## src/rtl/riscoffee_uart_tx.sv

```systemverilog
// ---------------------------------------------------------------------------
// riscoffee_uart_tx
//
// Memory-mapped UART transmitter on the MA-stage data bus. Byte stores to
// TXDATA are queued in a small circular FIFO and shifted out 8N1 (LSB
// first) on TXD. A STATUS register exposes the queue fill level, the
// transmitter busy flag and a sticky overflow flag for software polling.
//
// Register map (MA_ADDR[31:3] must equal BASE_ADDR[31:3]):
//   +0 TXDATA  write: queue MA_WDATA[7:0]        read: 0
//   +4 STATUS  write: MA_WDATA[3]=1 clears OVF   read: {16'b0, count[7:0],
//                                                  4'b0, ovf, busy, empty, full}
//
// Parameters:
//   CLK_DIV    clock cycles per serial bit (>= 2)
//   DEPTH      FIFO entries (power of two, >= 2)
//   BASE_ADDR  block base address (8-byte aligned)
//
// Ports:
//   CLK       clock, all state changes on the rising edge
//   RST_N     asynchronous active-low reset
//   MA_WEN    store valid from the MA stage
//   MA_REN    load valid from the MA stage
//   MA_ADDR   byte address of the access
//   MA_WDATA  store data
//   MA_RDATA  registered load data, valid the cycle after MA_REN
//   TXD       serial output, idle high, always driven from a flop
//   TX_FULL   FIFO holds DEPTH entries
// ---------------------------------------------------------------------------
module riscoffee_uart_tx #(
  parameter int unsigned CLK_DIV   = 868,
  parameter int unsigned DEPTH     = 8,
  parameter logic [31:0] BASE_ADDR = 32'hF000_0000
) (
  input  logic        CLK,
  input  logic        RST_N,
  input  logic        MA_WEN,
  input  logic        MA_REN,
  input  logic [31:0] MA_ADDR,
  input  logic [31:0] MA_WDATA,
  output logic [31:0] MA_RDATA,
  output logic        TXD,
  output logic        TX_FULL
);

  localparam int unsigned AW = $clog2(DEPTH);
  localparam int unsigned CW = AW + 1;
  localparam int unsigned BW = $clog2(CLK_DIV);

  localparam logic [CW-1:0] FULL_COUNT  = CW'(DEPTH);
  localparam logic [BW-1:0] BAUD_RELOAD = BW'(CLK_DIV - 1);

  typedef enum logic [1:0] {
    IDLE,
    START,
    DATA,
    STOP
  } tx_state_t;

  // Bus decode
  logic          hit;
  logic          sel_status;
  logic          wr_data_hit;
  logic          wr_status_hit;
  logic          rd_hit;

  // FIFO
  logic [7:0]    fifo_mem [DEPTH];
  logic [AW-1:0] wr_ptr;
  logic [AW-1:0] rd_ptr;
  logic [CW-1:0] count;
  logic          push;
  logic          pop;
  logic          ovf;

  // Transmitter
  tx_state_t     state;
  logic [BW-1:0] baud_cnt;
  logic [2:0]    bit_idx;
  logic [7:0]    sh;

  // Status word
  logic          busy;
  logic          empty;
  logic [7:0]    count8;
  logic [31:0]   status_word;

  // Address bits below the word and the upper store-data bits carry no
  // meaning for this block; fold them together so they are visibly consumed.
  logic          unused_ma_bits;
  assign unused_ma_bits = ^{MA_ADDR[1:0], MA_WDATA[31:8]};

  assign hit           = (MA_ADDR[31:3] == BASE_ADDR[31:3]);
  assign sel_status    = MA_ADDR[2];
  assign wr_data_hit   = hit && MA_WEN && !sel_status;
  assign wr_status_hit = hit && MA_WEN &&  sel_status;
  assign rd_hit        = hit && MA_REN;

  // A push into a full FIFO is dropped even when the transmitter pops in the
  // same cycle, so "full" is judged on the pre-edge count only.
  assign TX_FULL = (count == FULL_COUNT);
  assign push    = wr_data_hit && !TX_FULL;
  assign pop     = (state == IDLE) && (count != '0);

  assign busy        = (state != IDLE);
  assign empty       = (count == '0);
  assign count8      = 8'(count);
  assign status_word = {16'h0000, count8, 4'h0, ovf, busy, empty, TX_FULL};

  // FIFO storage has no reset: after reset the pointers and count mark it
  // empty, so stale contents can never be popped.
  always_ff @(posedge CLK) begin
    if (push) begin
      fifo_mem[wr_ptr] <= MA_WDATA[7:0];
    end
  end

  // Pointers wrap naturally at DEPTH; the extra count bit distinguishes
  // full from empty. Simultaneous push and pop leave the count unchanged.
  always_ff @(posedge CLK or negedge RST_N) begin
    if (!RST_N) begin
      wr_ptr <= '0;
      rd_ptr <= '0;
      count  <= '0;
    end else begin
      if (push) begin
        wr_ptr <= wr_ptr + AW'(1);
      end
      if (pop) begin
        rd_ptr <= rd_ptr + AW'(1);
      end
      unique case ({push, pop})
        2'b10:   count <= count + CW'(1);
        2'b01:   count <= count - CW'(1);
        default: count <= count;
      endcase
    end
  end

  // Sticky overflow: set by a dropped TXDATA byte, cleared by software
  // writing bit 3 of STATUS. Both cannot happen in one cycle since a single
  // store selects only one register.
  always_ff @(posedge CLK or negedge RST_N) begin
    if (!RST_N) begin
      ovf <= 1'b0;
    end else if (wr_data_hit && !push) begin
      ovf <= 1'b1;
    end else if (wr_status_hit && MA_WDATA[3]) begin
      ovf <= 1'b0;
    end
  end

  // Load data is registered from pre-edge state, so a load issued together
  // with a store observes the state before that store.
  always_ff @(posedge CLK or negedge RST_N) begin
    if (!RST_N) begin
      MA_RDATA <= '0;
    end else if (rd_hit && sel_status) begin
      MA_RDATA <= status_word;
    end else begin
      MA_RDATA <= '0;
    end
  end

  // Transmit FSM. TXD is loaded with the level of the state being entered,
  // so the line changes on the same edge as the state and stays glitch-free.
  // Every bit (start, 8 data, stop) lasts CLK_DIV cycles; after STOP the FSM
  // spends exactly one cycle in IDLE before popping the next byte.
  always_ff @(posedge CLK or negedge RST_N) begin
    if (!RST_N) begin
      state    <= IDLE;
      baud_cnt <= '0;
      bit_idx  <= '0;
      sh       <= '0;
      TXD      <= 1'b1;
    end else begin
      unique case (state)
        IDLE: begin
          TXD <= 1'b1;
          if (pop) begin
            sh       <= fifo_mem[rd_ptr];
            baud_cnt <= BAUD_RELOAD;
            state    <= START;
            TXD      <= 1'b0;
          end
        end

        START: begin
          if (baud_cnt == '0) begin
            baud_cnt <= BAUD_RELOAD;
            bit_idx  <= '0;
            state    <= DATA;
            TXD      <= sh[0];
          end else begin
            baud_cnt <= baud_cnt - BW'(1);
          end
        end

        DATA: begin
          if (baud_cnt == '0) begin
            sh       <= {1'b0, sh[7:1]};
            baud_cnt <= BAUD_RELOAD;
            if (bit_idx == 3'd7) begin
              state <= STOP;
              TXD   <= 1'b1;
            end else begin
              bit_idx <= bit_idx + 3'd1;
              TXD     <= sh[1];
            end
          end else begin
            baud_cnt <= baud_cnt - BW'(1);
          end
        end

        STOP: begin
          if (baud_cnt == '0) begin
            state <= IDLE;
            TXD   <= 1'b1;
          end else begin
            baud_cnt <= baud_cnt - BW'(1);
          end
        end

        default: begin
          state <= IDLE;
          TXD   <= 1'b1;
        end
      endcase
    end
  end

endmodule
```

## config.mk

```make
export PLATFORM = sky130hd
export DESIGN_NAME = riscoffee_uart_tx
export DESIGN_NICKNAME = d
export VERILOG_FILES = /design/src/rtl/riscoffee_uart_tx.sv
export SDC_FILE = /design/constraint.sdc
export NUM_CORES = 1
export LEC_CHECK = 0
export ABC_AREA = 0
export CORE_MARGIN = 2
export CORE_UTILIZATION = 29
export DETAILED_ROUTE_END_ITERATION = 7
export GPL_TIMING_DRIVEN = 0
export PLACE_DENSITY = 0.53
export SYNTH_ARGS = -nofsm -noshare
export SYNTH_HDL_FRONTEND = slang
export SYNTH_SLANG_ARGS = --single-unit
```

## constraint.sdc

```tcl
create_clock -name CLK -period 3.5 [get_ports CLK]
set_input_delay 0.7 -clock CLK [delete_from_list [all_inputs] [get_ports CLK]]
set_output_delay 0.7 -clock CLK [all_outputs]
set_load 0.005 [all_outputs]
```

==> flow_summary_export.csv <==
group,metric,value,unit
detailed_routing,viasPerCell,4.81,
pwr,total_power,2.58,mW
synthesis,yosysSeqAreaShare,57.4,%
sta,fin_crit,3310,ps
sta,hold_viol_final,0,
cts,cts.sinks,107,
global_route,gr-total-overflow,0,
setup_path,cp_slowest_cell,"or4b_2",
pwr,leakagePower,2.51,nW
cts,post_cts_resized,0,
synthesis,netlist_instances,389,
sta,fin_worst_skew,7.78,ps
synthesis,yosysWarnings,0,
setup_path,crit_path_end_kind,"flip-flop",
synthesis,ys_seq_elements,107,
setup_path,crit_path_start_kind,"input pin",
floorplan,dieArea,0.0191,sq mm
pwr,seqPwrFrac,52.4,%
floorplan,initial_utilization,29.3,%
cts,clkTransAtPathRegs,80,ps
setup_path,max_stage_delay,650,ps
setup_path,required,3780,ps
detailed_routing,final_antenna_net_count,0,
placed_design,place_congestion,0.822,
placed_design,port_buffers,51,
sta,rsz0062_at_grt,"no",
sta,setup_viol,0,
cts,insertion_delay,360,ps
setup_path,path_delay_family,"simple AND/OR/NAND/NOR gates",
setup_path,cp_num_buf_inv,2,
placed_design,place.detailed.hpwl,8.18,mm
floorplan,dieHeight,138,um
cts,htree_num_levels,3,
hold_path,min_path_type,"in -> async",
synthesis,synthesis.area,0.00522,sq mm
cts,tritoncts,"done",
setup_path,cp_max_fo,11,
pwr,clock_power_share,39.4,%
pwr,p_int,1.97,mW
sta,max-slew-margin-rel,41.3,%
pwr,p_per_area,398,mW/mm^2
sta,holdWs,258,ps
setup_path,cp_cell_sequence,"clkdlybuf4s50_1 > nor4bb_1 > and4_1 > nand4_1 > buf_2 > ha_1 > or4b_2 > a31oi_1 > xor2_1",
global_route,grt_pass1_wl,18.5,mm
detailed_routing,drt-pass1-iter-count,4,
sta,worst_pin_slew,876,ps
setup_path,crit_cells,9,
global_route,grt_max_degree,30,
final_layout,nets,559,
cts,cts_buffer_depth,2,
pwr,combPwrFrac,8.1,%
floorplan,row_count,49,
synthesis,synth_cell_types,60,
synthesis,syn_area_per_cell,13.4,sq um
synthesis,synth_ff_type,"edfxtp_1",
final_layout,final_util,36.4,%
detailed_routing,finalWirelength,11.2,mm
cts,cts_root_buf,"clkbuf_16",
final_layout,syn_to_final_growth,24.3,%
placed_design,place_inst,697,
floorplan,core-area,0.0178,sq mm
outcome,status,"finished clean",
pwr,vdd_ir_drop_max,0.393,mV
final_layout,drive_gt1_share,20.9,%
detailed_routing,vias,3428,
setup_path,cp_data_arrival_time,3590,ps
global_route,grt_pass1_vias,3483,
pwr,p_switching,0.617,mW
synthesis,synth_edf_count,64,
pwr,switching_share,23.9,%
cts,cts_setup_buffers,0,
sta,fin_crit_sh,94.6,%
final_layout,diodes,0,
floorplan,num_io_pins,102,
global_route,antenna_found_initial,0,
detailed_routing,post_drt_wl_per_cell,15.7,um
setup_path,critPathKind,"in -> reg",
run,cap_violations,0,
cts,cts_hold_buf,0,
sta,max_freq,302,MHz
final_layout,instances_no_fill,713,
setup_path,reg2regPathDepth,13,
floorplan,fp.dieW,138,um
detailed_routing,drt_iter0_markers,151,
sta,finalMaxSlewViolations,0,
detailed_routing,drc,0,
cts,cts_buffers,9,
global_route,grt_usage,12.2,%
synthesis,async_flop_share,40.2,%
state kept, by name, summed over array words and instances, names as in the netlist, 2 cells and up:
register / cells
state: 2
count: 4
MA_RDATA: 8
rd_ptr: 3
fifo_mem: 64
baud_cnt: 10
bit_idx: 3
sh: 8
wr_ptr: 3
cell usage in the layout, fill, tap and decap left out, types with 4 or more instances in the layout:
| cell | netlist | layout |
|---|---|---|
| inv_1 | 9 | 9 |
| a22o_1 | 5 | 5 |
| nor3_1 | 15 | 11 |
| clkbuf_1 | 10 | 10 |
| o21ai_0 | 7 | 7 |
| conb_1 | 1 | 24 |
| buf_2 | 4 | 5 |
| xor2_1 | 4 | 4 |
| o22a_1 | 4 | 4 |
| a21o_1 | 8 | 8 |
| mux4_2 | 16 | 16 |
| nand2b_1 | 6 | 6 |
| buf_6 | 4 | 4 |
| nor3_2 | 0 | 4 |
| a31oi_1 | 11 | 11 |
| and2_1 | 8 | 8 |
| nor4_1 | 12 | 10 |
| edfxtp_1 | 64 | 64 |
| a2111oi_2 | 6 | 6 |
| ha_1 | 12 | 12 |
| nor2_1 | 20 | 20 |
| nand4_1 | 8 | 8 |
| nand2_1 | 10 | 10 |
| clkdlybuf4s50_1 | 0 | 50 |
| clkbuf_16 | 0 | 9 |
| a21oi_1 | 12 | 12 |
| xnor2_1 | 6 | 6 |
| dfrtp_1 | 42 | 42 |
| a211oi_1 | 5 | 5 |
| buf_4 | 26 | 30 |
final timing paths:
check	start	end	slack [ps]
max	MA_ADDR[30]	count[3]	190
min	RST_N	count[0]	260
max reg2reg	count[2]	count[2]	560
min reg2reg	sh[7]	sh[7]	520
max in group asynchronous	RST_N	TXD	2690
min in group CLK	sh[7]	sh[7]	520
cell type report:
| type | instances | area [sq um] |
|---|---|---|
| plain buffers | 45 | 302 |
| clock buffers | 9 | 225 |
| clock inverters | 7 | 72.6 |
| fillers | 1716 | 11300 |
| inverters | 10 | 37.5 |
| multi-input cells | 250 | 2010 |
| flip-flops and latches | 107 | 3000 |
| well taps | 229 | 287 |
| repair buffers | 56 | 556 |
cell usage after synthesis, types with 3 or more instances:
| master | count | area (sq um) |
|---|---|---|
| edfxtp_1 | 64 | 1920 |
| dfrtp_1 | 42 | 1050 |
| buf_4 | 26 | 195 |
| nor2_1 | 20 | 75.1 |
| mux4_2 | 16 | 360 |
| nor3_1 | 15 | 75.1 |
| a21oi_1 | 12 | 60.1 |
| ha_1 | 12 | 150 |
| nor4_1 | 12 | 75.1 |
| a31oi_1 | 11 | 68.8 |
| clkbuf_1 | 10 | 37.5 |
| nand2_1 | 10 | 37.5 |
| inv_1 | 9 | 33.8 |
| a21o_1 | 8 | 60.1 |
| and2_1 | 8 | 50.1 |
| nand4_1 | 8 | 50.1 |
| o21ai_0 | 7 | 35.0 |
| a2111oi_2 | 6 | 90.1 |
| nand2b_1 | 6 | 37.5 |
| xnor2_1 | 6 | 52.6 |
| a211oi_1 | 5 | 37.5 |
| a22o_1 | 5 | 43.8 |
| buf_2 | 4 | 20.0 |
| buf_6 | 4 | 45.0 |
| nor4b_1 | 4 | 35.0 |
| o22a_1 | 4 | 35.0 |
| xor2_1 | 4 | 35.0 |
| and4_1 | 3 | 26.3 |
| mux2_2 | 3 | 33.8 |
| nand3_1 | 3 | 15.0 |
| or3_1 | 3 | 18.8 |
per-layer routing:
| layer | GRT usage (%) | wire [um] | vias to the layer above |
|---|---|---|---|
| li1 | - | - | 1643 |
| met1 | 14.8 | 4860 | 1701 |
| met2 | 21.6 | 5750 | 69 |
| met3 | 3.29 | 441 | 15 |
| met4 | 3.33 | 164 | 0 |
| met5 | 0 | 0 | - |
power groups by stage:
stage / combinational (mW) / sequential, mW / clock (mW)
3_5_place_dp: 0.210 / 1.38 / 0
5_1_grt: 0.232 / 1.36 / 1.11
3_3_place_gp: 0.204 / 1.38 / 0
4_1_cts: 0.210 / 1.35 / 1.05
2_1_floorplan: 0.119 / 1.38 / 0
6_report: 0.210 / 1.35 / 1.02
kinds of logic (layout without fill, tap and decap cells):
| logic type | count (synthesis) | after routing | synth area share [%] |
|---|---|---|---|
| other cells | 1 | 24 | 0.0718 |
| compound gates | 75 | 75 | 11.1 |
| simple gates | 108 | 108 | 12.4 |
| flops | 107 | 107 | 57.4 |
| buf+inv | 55 | 127 | 6.49 |
| mux | 21 | 21 | 7.93 |
| xor+xnor | 10 | 10 | 1.68 |
| fa+ha+maj | 12 | 12 | 2.88 |
metrics by stage:
stage / area [sq um] / worst slack (ps) / setup TNS (ps)
floorplan: 5310 / 558 / 0
global placement: 6100 / -915 / -33920
detailed placement: 6180 / -363 / -5510
global route: 6490 / 2.08 / 0
CTS: 6480 / 9.08 / 0
finish: 6490 / 191 / 0
(Power assumes the default switching activity.)
